--- config.mk ---
export PLATFORM = sky130hd
export DESIGN_NAME = exec_unit
export DESIGN_NICKNAME = d
export VERILOG_FILES = /design/src/rtl/exec_pkg.sv /design/src/rtl/muldiv_iter.sv /design/src/rtl/exec_unit.sv
export SDC_FILE = /design/constraint.sdc
export NUM_CORES = 1
export LEC_CHECK = 0
export CORE_UTILIZATION = 58
export CTS_BUF_LIST = sky130_fd_sc_hd__clkbuf_8
export DETAILED_ROUTE_END_ITERATION = 6
export PLACE_DENSITY = 0.83
export SYNTH_ARGS = -nofsm -noshare
export SYNTH_HDL_FRONTEND = slang
export SYNTH_SLANG_ARGS = --single-unit
--- constraint.sdc ---
create_clock -name clk -period 3.28 [get_ports clk]
set_input_delay 0.656 -clock clk [delete_from_list [all_inputs] [get_ports clk]]
set_output_delay 0.656 -clock clk [all_outputs]
set_load 0.02 [all_outputs]
--- src/rtl/exec_pkg.sv ---
`default_nettype none
// ============================================================================
// Module : exec_pkg
// Brief  : Shared encodings for the execution unit (op classes, funct3, FSM).
// Rev    : 1.0  initial release
// ============================================================================
package exec_pkg;

    localparam logic [1:0] OPC_ALU    = 2'b00;
    localparam logic [1:0] OPC_BRANCH = 2'b01;
    localparam logic [1:0] OPC_MULDIV = 2'b10;
    localparam logic [1:0] OPC_RSVD   = 2'b11;

    localparam logic [2:0] F3_ADD  = 3'b000;
    localparam logic [2:0] F3_SLL  = 3'b001;
    localparam logic [2:0] F3_SLT  = 3'b010;
    localparam logic [2:0] F3_SLTU = 3'b011;
    localparam logic [2:0] F3_XOR  = 3'b100;
    localparam logic [2:0] F3_SR   = 3'b101;
    localparam logic [2:0] F3_OR   = 3'b110;
    localparam logic [2:0] F3_AND  = 3'b111;

    localparam logic [2:0] F3_BEQ  = 3'b000;
    localparam logic [2:0] F3_BNE  = 3'b001;
    localparam logic [2:0] F3_BLT  = 3'b100;
    localparam logic [2:0] F3_BGE  = 3'b101;
    localparam logic [2:0] F3_BLTU = 3'b110;
    localparam logic [2:0] F3_BGEU = 3'b111;

    localparam logic [2:0] F3_MUL    = 3'b000;
    localparam logic [2:0] F3_MULH   = 3'b001;
    localparam logic [2:0] F3_MULHSU = 3'b010;
    localparam logic [2:0] F3_MULHU  = 3'b011;
    localparam logic [2:0] F3_DIV    = 3'b100;
    localparam logic [2:0] F3_DIVU   = 3'b101;
    localparam logic [2:0] F3_REM    = 3'b110;
    localparam logic [2:0] F3_REMU   = 3'b111;

    typedef enum logic [2:0] {
        S_IDLE = 3'd0,
        S_MUL  = 3'd1,
        S_DIV  = 3'd2,
        S_FIX  = 3'd3,
        S_DONE = 3'd4
    } state_t;

endpackage
`default_nettype wire

--- src/rtl/muldiv_iter.sv ---
`default_nettype none
// ============================================================================
// Module : muldiv_iter
// Brief  : One-bit-per-cycle unsigned shift-add multiply / restoring divide.
// Rev    : 1.0  initial release
// ============================================================================
module muldiv_iter
    import exec_pkg::*;
#(
    parameter int XLEN = 32
) (
    input  logic            clk,
    input  logic            resetn,
    input  logic            flush_i,
    input  logic            start_i,
    input  logic            is_div_i,
    input  logic [XLEN-1:0] a_i,
    input  logic [XLEN-1:0] b_i,
    output logic            done_o,
    output logic [XLEN-1:0] hi_o,
    output logic [XLEN-1:0] lo_o
);

    localparam int              c_cw   = $clog2(XLEN);
    localparam logic [c_cw-1:0] c_last = c_cw'(XLEN - 1);

    logic            run_q;
    logic            div_q;
    logic [c_cw-1:0] cnt_q;
    logic [XLEN-1:0] hi_q;
    logic [XLEN-1:0] lo_q;
    logic [XLEN-1:0] b_q;

    logic [XLEN:0]   w_mul_sum;
    logic [XLEN:0]   w_shift;
    logic [XLEN-1:0] w_sub;
    logic            w_ge;

    // hi/lo double as product {hi,lo} for multiply and {remainder,quotient} for divide
    always_comb begin
        w_mul_sum = {1'b0, hi_q} + (lo_q[0] ? {1'b0, b_q} : {(XLEN+1){1'b0}});
        w_shift   = {hi_q, lo_q[XLEN-1]};
        w_ge      = (w_shift >= {1'b0, b_q});
        w_sub     = w_shift[XLEN-1:0] - b_q;
    end

    assign done_o = run_q && (cnt_q == c_last);
    assign hi_o   = hi_q;
    assign lo_o   = lo_q;

    always_ff @(posedge clk or negedge resetn) begin
        if (!resetn) begin
            run_q <= 1'b0;
            div_q <= 1'b0;
            cnt_q <= '0;
            hi_q  <= '0;
            lo_q  <= '0;
            b_q   <= '0;
        end else if (flush_i) begin
            run_q <= 1'b0;
            cnt_q <= '0;
        end else if (start_i) begin
            run_q <= 1'b1;
            div_q <= is_div_i;
            cnt_q <= '0;
            hi_q  <= '0;
            lo_q  <= a_i;
            b_q   <= b_i;
        end else if (run_q) begin
            cnt_q <= cnt_q + 1'b1;
            if (done_o) begin
                run_q <= 1'b0;
            end
            if (div_q) begin
                hi_q <= w_ge ? w_sub : w_shift[XLEN-1:0];
                lo_q <= {lo_q[XLEN-2:0], w_ge};
            end else begin
                hi_q <= w_mul_sum[XLEN:1];
                lo_q <= {w_mul_sum[0], lo_q[XLEN-1:1]};
            end
        end
    end

endmodule
`default_nettype wire

--- src/rtl/exec_unit.sv ---
`default_nettype none
// ============================================================================
// Module : exec_unit
// Brief  : RV32I/RV64I ALU, branch compare and iterative M-extension unit.
// Rev    : 1.0  initial release
// ============================================================================
module exec_unit
    import exec_pkg::*;
#(
    parameter int XLEN = 32,
    parameter int SHW  = $clog2(XLEN)
) (
    input  logic            clk,
    input  logic            resetn,
    input  logic            in_valid,
    output logic            in_ready,
    input  logic [1:0]      op_class,
    input  logic [2:0]      funct3,
    input  logic            alt,
    input  logic [XLEN-1:0] x,
    input  logic [XLEN-1:0] y,
    input  logic            flush,
    output logic            out_valid,
    input  logic            out_ready,
    output logic [XLEN-1:0] result,
    output logic            taken,
    output logic            busy
);

    localparam logic [XLEN-1:0] c_min = {1'b1, {(XLEN-1){1'b0}}};

    state_t          state_q, state_d;
    logic            out_valid_q, out_valid_d;
    logic [XLEN-1:0] result_q, result_d;
    logic            taken_q, taken_d;
    logic [2:0]      md_op_q, md_op_d;
    logic            md_neg_q, md_neg_d;
    logic            md_dz_q, md_dz_d;
    logic            md_ovf_q, md_ovf_d;
    logic [XLEN-1:0] md_x_q, md_x_d;

    logic            w_accept;
    logic            w_md_start;
    logic            w_md_done;
    logic [XLEN-1:0] w_md_hi, w_md_lo;
    logic [SHW-1:0]  w_shamt;
    logic [XLEN-1:0] w_alu;
    logic            w_eq, w_lt, w_ltu, w_br;
    logic            w_xs, w_ys, w_xneg, w_yneg, w_neg, w_dz, w_ovf;
    logic [XLEN-1:0] w_xmag, w_ymag;
    logic [2*XLEN-1:0] w_prod, w_prod_s;
    logic [XLEN-1:0] w_quo, w_rem, w_fix;

    assign in_ready  = (state_q == S_IDLE) && (!out_valid_q || out_ready);
    assign w_accept  = in_valid && in_ready;
    assign out_valid = out_valid_q;
    assign result    = result_q;
    assign taken     = taken_q;
    assign busy      = (state_q == S_MUL) || (state_q == S_DIV);

    always_comb begin
        w_shamt = y[SHW-1:0];
        w_eq    = (x == y);
        w_lt    = ($signed(x) < $signed(y));
        w_ltu   = (x < y);
        case (funct3)
            F3_ADD:  w_alu = alt ? (x - y) : (x + y);
            F3_SLL:  w_alu = x << w_shamt;
            F3_SLT:  w_alu = {{(XLEN-1){1'b0}}, w_lt};
            F3_SLTU: w_alu = {{(XLEN-1){1'b0}}, w_ltu};
            F3_XOR:  w_alu = x ^ y;
            F3_SR:   w_alu = alt ? $unsigned($signed(x) >>> w_shamt) : (x >> w_shamt);
            F3_OR:   w_alu = x | y;
            default: w_alu = x & y;
        endcase
        case (funct3)
            F3_BEQ:  w_br = w_eq;
            F3_BNE:  w_br = !w_eq;
            F3_BLT:  w_br = w_lt;
            F3_BGE:  w_br = !w_lt;
            F3_BLTU: w_br = w_ltu;
            F3_BGEU: w_br = !w_ltu;
            default: w_br = 1'b0;
        endcase
    end

    // Operand magnitudes and result sign; the iterator itself is purely unsigned
    always_comb begin
        w_xs   = (funct3 == F3_MULH) || (funct3 == F3_MULHSU) ||
                 (funct3 == F3_DIV)  || (funct3 == F3_REM);
        w_ys   = (funct3 == F3_MULH) || (funct3 == F3_DIV) || (funct3 == F3_REM);
        w_xneg = w_xs && x[XLEN-1];
        w_yneg = w_ys && y[XLEN-1];
        w_xmag = w_xneg ? (~x + 1'b1) : x;
        w_ymag = w_yneg ? (~y + 1'b1) : y;
        if (funct3[2]) begin
            w_neg = funct3[1] ? w_xneg : (w_xneg ^ w_yneg);
        end else begin
            w_neg = w_xneg ^ w_yneg;
        end
        w_dz  = funct3[2] && (y == '0);
        w_ovf = ((funct3 == F3_DIV) || (funct3 == F3_REM)) && (x == c_min) && (y == '1);
    end

    always_comb begin
        w_prod   = {w_md_hi, w_md_lo};
        w_prod_s = md_neg_q ? (~w_prod + 1'b1) : w_prod;
        w_quo    = md_neg_q ? (~w_md_lo + 1'b1) : w_md_lo;
        w_rem    = md_neg_q ? (~w_md_hi + 1'b1) : w_md_hi;
        case (md_op_q)
            F3_MUL:             w_fix = w_prod_s[XLEN-1:0];
            F3_MULH, F3_MULHSU,
            F3_MULHU:           w_fix = w_prod_s[2*XLEN-1:XLEN];
            F3_DIV, F3_DIVU:    w_fix = md_dz_q ? '1 : (md_ovf_q ? md_x_q : w_quo);
            default:            w_fix = md_dz_q ? md_x_q : (md_ovf_q ? '0 : w_rem);
        endcase
    end

    always_comb begin
        state_d     = state_q;
        out_valid_d = out_valid_q;
        result_d    = result_q;
        taken_d     = taken_q;
        md_op_d     = md_op_q;
        md_neg_d    = md_neg_q;
        md_dz_d     = md_dz_q;
        md_ovf_d    = md_ovf_q;
        md_x_d      = md_x_q;
        w_md_start  = 1'b0;
        if (flush) begin
            state_d     = S_IDLE;
            out_valid_d = 1'b0;
        end else begin
            case (state_q)
                S_IDLE: begin
                    if (out_valid_q && out_ready) begin
                        out_valid_d = 1'b0;
                    end
                    if (w_accept) begin
                        case (op_class)
                            OPC_ALU: begin
                                out_valid_d = 1'b1;
                                result_d    = w_alu;
                                taken_d     = 1'b0;
                            end
                            OPC_BRANCH: begin
                                out_valid_d = 1'b1;
                                result_d    = '0;
                                taken_d     = w_br;
                            end
                            OPC_MULDIV: begin
                                md_op_d  = funct3;
                                md_neg_d = w_neg;
                                md_dz_d  = w_dz;
                                md_ovf_d = w_ovf;
                                md_x_d   = x;
                                if (w_dz || w_ovf) begin
                                    state_d = S_FIX;
                                end else begin
                                    w_md_start = 1'b1;
                                    state_d    = funct3[2] ? S_DIV : S_MUL;
                                end
                            end
                            default: begin
                                out_valid_d = 1'b1;
                                result_d    = '0;
                                taken_d     = 1'b0;
                            end
                        endcase
                    end
                end
                S_MUL, S_DIV: begin
                    if (w_md_done) begin
                        state_d = S_FIX;
                    end
                end
                S_FIX: begin
                    result_d = w_fix;
                    taken_d  = 1'b0;
                    state_d  = S_DONE;
                end
                S_DONE: begin
                    out_valid_d = 1'b1;
                    state_d     = S_IDLE;
                end
                default: state_d = S_IDLE;
            endcase
        end
    end

    always_ff @(posedge clk or negedge resetn) begin
        if (!resetn) begin
            state_q     <= S_IDLE;
            out_valid_q <= 1'b0;
            result_q    <= '0;
            taken_q     <= 1'b0;
            md_op_q     <= '0;
            md_neg_q    <= 1'b0;
            md_dz_q     <= 1'b0;
            md_ovf_q    <= 1'b0;
            md_x_q      <= '0;
        end else begin
            state_q     <= state_d;
            out_valid_q <= out_valid_d;
            result_q    <= result_d;
            taken_q     <= taken_d;
            md_op_q     <= md_op_d;
            md_neg_q    <= md_neg_d;
            md_dz_q     <= md_dz_d;
            md_ovf_q    <= md_ovf_d;
            md_x_q      <= md_x_d;
        end
    end

    muldiv_iter #(
        .XLEN (XLEN)
    ) u_muldiv (
        .clk      (clk),
        .resetn   (resetn),
        .flush_i  (flush),
        .start_i  (w_md_start),
        .is_div_i (funct3[2]),
        .a_i      (w_xmag),
        .b_i      (w_ymag),
        .done_o   (w_md_done),
        .hi_o     (w_md_hi),
        .lo_o     (w_md_lo)
    );

endmodule
`default_nettype wire

==> results of run 1 <==
metrics by stage:
step	utilization [%]	cells	setup slack, ns	area (um2)
floorplan	-	3323	-0.218	24700
global placement	76.3	4484	-0.879	31400
detailed placement	76.3	4484	-0.973	31400
CTS	80.4	4561	-0.140	33100
logic make-up after synthesis:
group	count (synthesis)	share of synthesized area, %
XOR/XNOR	228	8.21
buffers and inverters	419	6.65
multiplexers	158	9.40
flip-flops	178	18.3
AO/OA/AOI/OAI	1100	28.5
adder cells (fa/ha/maj)	172	8.97
AND/OR/NAND/NOR	1068	19.9
metal layers:
metal	GRT overflow	global-route usage, %
met1	0	67.3
met2	10	83.6
met3	0	52.4
met4	6	65.4
met5	0	26.0
timing repair:
item | in CTS
pin swaps | 57
endpoints found under the setup margin | 114
gates cloned | 10
buffers inserted | 36
gates resized for setup | 203
==> impl_metrics.toml, run 1 <==
[outcome]
lastStage = "5_1_grt"
error = "[ERROR GRT-0116] Global routing finished with congestion. Check the congestion regions in the DRC Viewer."
status = "stopped before the end"

[global_route]
grt_max_degree = 82
grt-ovfl-total = 16
grt_pass1_wl_mm = 217
grt_pass1_vias = 36200
grt_usage_pct = 67.2

[logic_synthesis]
synthFlopType = "dfrtp_1"
synth_top_cell_area_share_pct = 18.3
async_flop_share_pct = 100
yosysTopAreaCell = "dfrtp_1"
yosysWarnings = 0
synth_nets = 3570
synth_area_leaders = "dfrtp_1, ha_1, o21ai_0"
synth_most_common_cell = "nor2_1"
netlist_top_cells_count = "nor2_1, nand2_1, o21ai_0"
synth.avg_cell_area_um2 = 7.32
ys_seq_area_share_pct = 18.3
synth_edf_count = 0
synth_cells = 3323
synth.distinct_cells = 86
ys_ff_latch = 178
synth_area_um2 = 24300

[floorplan]
io_pins = 111
start_util_pct = 59.2
die_x_um = 207
die_y_um = 207
core.rowCount = 74

[clock_tree]
cts.sinks = 178
cts_inserted_buffers = 17
cts_hold_buf = 0
clockBufferDepth = 2
cts_max_level = 4
cts_root_buf = "clkbuf_8"

[placed_design]
dp_hpwl_mm = 90.7
io_buffers = 110
globalplace.congestion = 1.29
==> run 2: changes to the inputs <==
--- a/config.mk
+++ b/config.mk
@@ -5,10 +5,9 @@
 export SDC_FILE = /design/constraint.sdc
 export NUM_CORES = 1
 export LEC_CHECK = 0
-export CORE_UTILIZATION = 58
-export CTS_BUF_LIST = sky130_fd_sc_hd__clkbuf_8
+export CORE_UTILIZATION = 40
 export DETAILED_ROUTE_END_ITERATION = 6
-export PLACE_DENSITY = 0.83
+export PLACE_DENSITY_LB_ADDON = 0.15
 export SYNTH_ARGS = -nofsm -noshare
 export SYNTH_HDL_FRONTEND = slang
 export SYNTH_SLANG_ARGS = --single-unit
==> constraint.sdc (replaced) <==
create_clock -name clk -period 4.3 [get_ports clk]
set_input_delay 0.86 -clock clk [delete_from_list [all_inputs] [get_ports clk]]
set_output_delay 0.86 -clock clk [all_outputs]
set_load 0.02 [all_outputs]
==> run 2 against run 1 <==
Compared with the run above:
- area after synthesis stayed put
- the flow now finishes without violations
- synthesized cell count stayed put
==> impl_metrics.toml, run 2 <==
[global_route]
grt_pass1_wl_mm = 187
grt_usage_pct = 41.3
grt-ovfl-total = 0
grt_max_degree = 93
antenna_found_initial = 2
grt_pass1_vias = 27100

[layout]
num_antenna_cells = 0
area_growth_pct = 20.5
drive_above_1_share_pct = 15.7
layout.nets = 3849
fillers = 6129
layout_common_cells = "buf_4, nor2_1, nand2_1"
final_area_um2 = 29300
layout_commonest_cell = "buf_4"
fin_cells = 4397

[sta]
fin_crit_ns = 4.22
fin_skew_ns = 0.0214
setup_ws_ns = 0.0840
final-setup-viol-count = 0
hold_viol_final = 0
tightest_slew_ns = 1.14
timing.fmax_mhz = 237
slew_viol_final = 0
max-slew-margin-rel_pct = 23.5
period_share_pct = 98.0
fin_tns_setup_ns = 0

[setup_path]
crit_arrival_ns = 4.65
required_ns = 4.73
critPathTopFamily = "simple AND/OR/NAND/NOR gates"
cp_max_fo = 4
cp-start-kind = "input port"
path_common_cell = "buf_4"
max_stage_delay_ns = 0.53
path_class = "input port to flip-flop"
path_buf_inv = 5
cp-end-kind = "flip-flop"
cp_slowest_cell = "nor4b_1"
worstPathCellList = "clkdlybuf4s50_1 > inv_1 > ha_1 > nor4_1 > nor3b_1 > buf_4 > o31a_1 > buf_4 > nor2_1 > nor4b_1 > nor4_1 > o21ai_0 > a22oi_1 > xnor2_1 > buf_4 > o211ai_1"

[clock_tree]
cts_tree = "done"
clockBufferDepth = 2
cts_inserted_buffers = 17
cts_setup_buffers = 0
path_clk_slew_ns = 0.09
cts_root_buf = "clkbuf_16"
cts_max_level = 4
clk_latency_ns = 0.52
cts_hold_buf = 0
cts.sinks = 178

[power_and_ir_drop]
irDropWorstVdd_uv = 301
clock_power_share_pct = 13.8
switching_share_pct = 52.1
p_switching_mw = 6.69
p_int_mw = 6.14
p_seq_share_pct = 20.8
power.share.combinational_pct = 65.4
p_per_area_nw_per_um2 = 438
power.leakage_nw = 12.8

[route]
drcViolationCount = 0
vias_per_cell = 6.50
drtIter0Drc = 3463
vias = 28600
first_pass_iters = 6
wl_mm = 131
wire_per_inst_um = 29.7
postRouteAntennaNets = 0

[logic_synthesis]
ys_seq_area_share_pct = 18.3
ys_ff_latch = 178
synth_top_cell_area_share_pct = 18.3
synth.avg_cell_area_um2 = 7.32
synth_area_leaders = "dfrtp_1, ha_1, o21ai_0"
yosysTopAreaCell = "dfrtp_1"
synth_nets = 3570
synth_area_um2 = 24300
synth_most_common_cell = "nor2_1"
synthFlopType = "dfrtp_1"
synth_edf_count = 0
synth_cells = 3323
async_flop_share_pct = 100
synth.distinct_cells = 86
netlist_top_cells_count = "nor2_1, nand2_1, o21ai_0"
yosysWarnings = 0

[floorplan]
core_um2 = 60200
core.rowCount = 90
start_util_pct = 40.4
die_y_um = 249
die_x_um = 249
io_pins = 111
dieArea_um2 = 61800

[hold_path]
hold_class = "input port to async pin"

[placed_design]
dp.cells = 4365
dp_hpwl_mm = 105
io_buffers = 110
postPlaceCellArea_um2 = 28700
globalplace.congestion = 1.04
post-place-ws_ns = -0.352

[outcome]
status = "complete, no violations"

[flow_run]
drv_cap = 0
[run 2: cell families (layout without fill, tap and decap cells)]
kind of cell | Yosys count | count (layout) | share of synthesized area (%)
DFF | 178 | 178 | 18.3
adders and majority gates | 172 | 172 | 8.97
muxes | 158 | 158 | 9.40
AOI/OAI and AO/OA | 1100 | 1100 | 28.5
xor gates and xnor gates | 228 | 228 | 8.21
buffers and inverters | 419 | 711 | 6.65
and+or+nand+nor | 1068 | 1068 | 19.9
[run 2: power groups by stage]
| stage | logic, mW | clock network [mW] | registers [mW] |
|---|---|---|---|
| after detailed placement | 8.13 | 0 | 2.67 |
| after global placement | 8.04 | 0 | 2.65 |
| after CTS | 8.20 | 1.78 | 2.64 |
| final | 8.40 | 1.77 | 2.66 |
| after global routing | 8.98 | 1.83 | 2.70 |
| after floorplan | 5.31 | 0 | 2.45 |
[run 2: worst paths after layout]
check                            startpoint         end  slack, ns  depth (start not counted)
max reg2reg                u_muldiv.hi_o[1]  result[11]       0.10                         10
max                                    x[9]  result[25]       0.08                         16
min in group clk                  result[3]   result[3]       0.49                          2
min reg2reg                       result[3]   result[3]       0.49                          2
max in group asynchronous            resetn  result[29]       2.95                          2
min                                  resetn  result[31]       0.44                          1
[run 2: metrics by stage]
step | power (mW) | utilization [%] | hold WS [ns]
detailed placement | 10.8 | 47.6 | 0.474
floorplan | 7.76 | - | 0.472
CTS | 12.6 | 48.6 | 0.447
global placement | 10.7 | 47.6 | 0.467
finish | 12.8 | 48.6 | 0.441
global route | 13.5 | 48.6 | 0.503
[run 2: repair_timing]
| item | in CTS | in global routing |
|---|---|---|
| setup endpoints to repair | 0 | 2 |
| endpoints found under the hold margin | 0 | 0 |
| gates resized for setup | 0 | 3 |
[run 2: cell type report]
type	instances	area, um2	share of cell area [%]
multi-input combinational	2726	18300	62.4
sequential	178	4460	15.2
timing repair buffer	526	4380	14.9
tap	782	978	3.34
inverter	153	574	1.96
clock buffer	17	425	1.45
clock inverter	15	191	0.653
[run 2: worst reg2reg max path: stages (launching register included)]
cell	delay, ns
dfrtp_1	0.46
or3_1	0.46
or4b_2	0.82
or3_1	0.47
or2_2	0.33
nand2_1	0.17
xnor2_1	0.16
a21oi_1	0.09
nor3_1	0.94
a211oi_1	0.11
o21ai_0	0.12
[run 2: per-layer routing]
layer	up-vias	GRT usage [%]	wire, um
li1	12700	-	-
met1	13900	53.2	52300
met2	1635	65.1	57900
met3	339	6.43	11300
met4	2	25.1	9290
met5	-	0	12
Power figures use the tool's default switching activity.
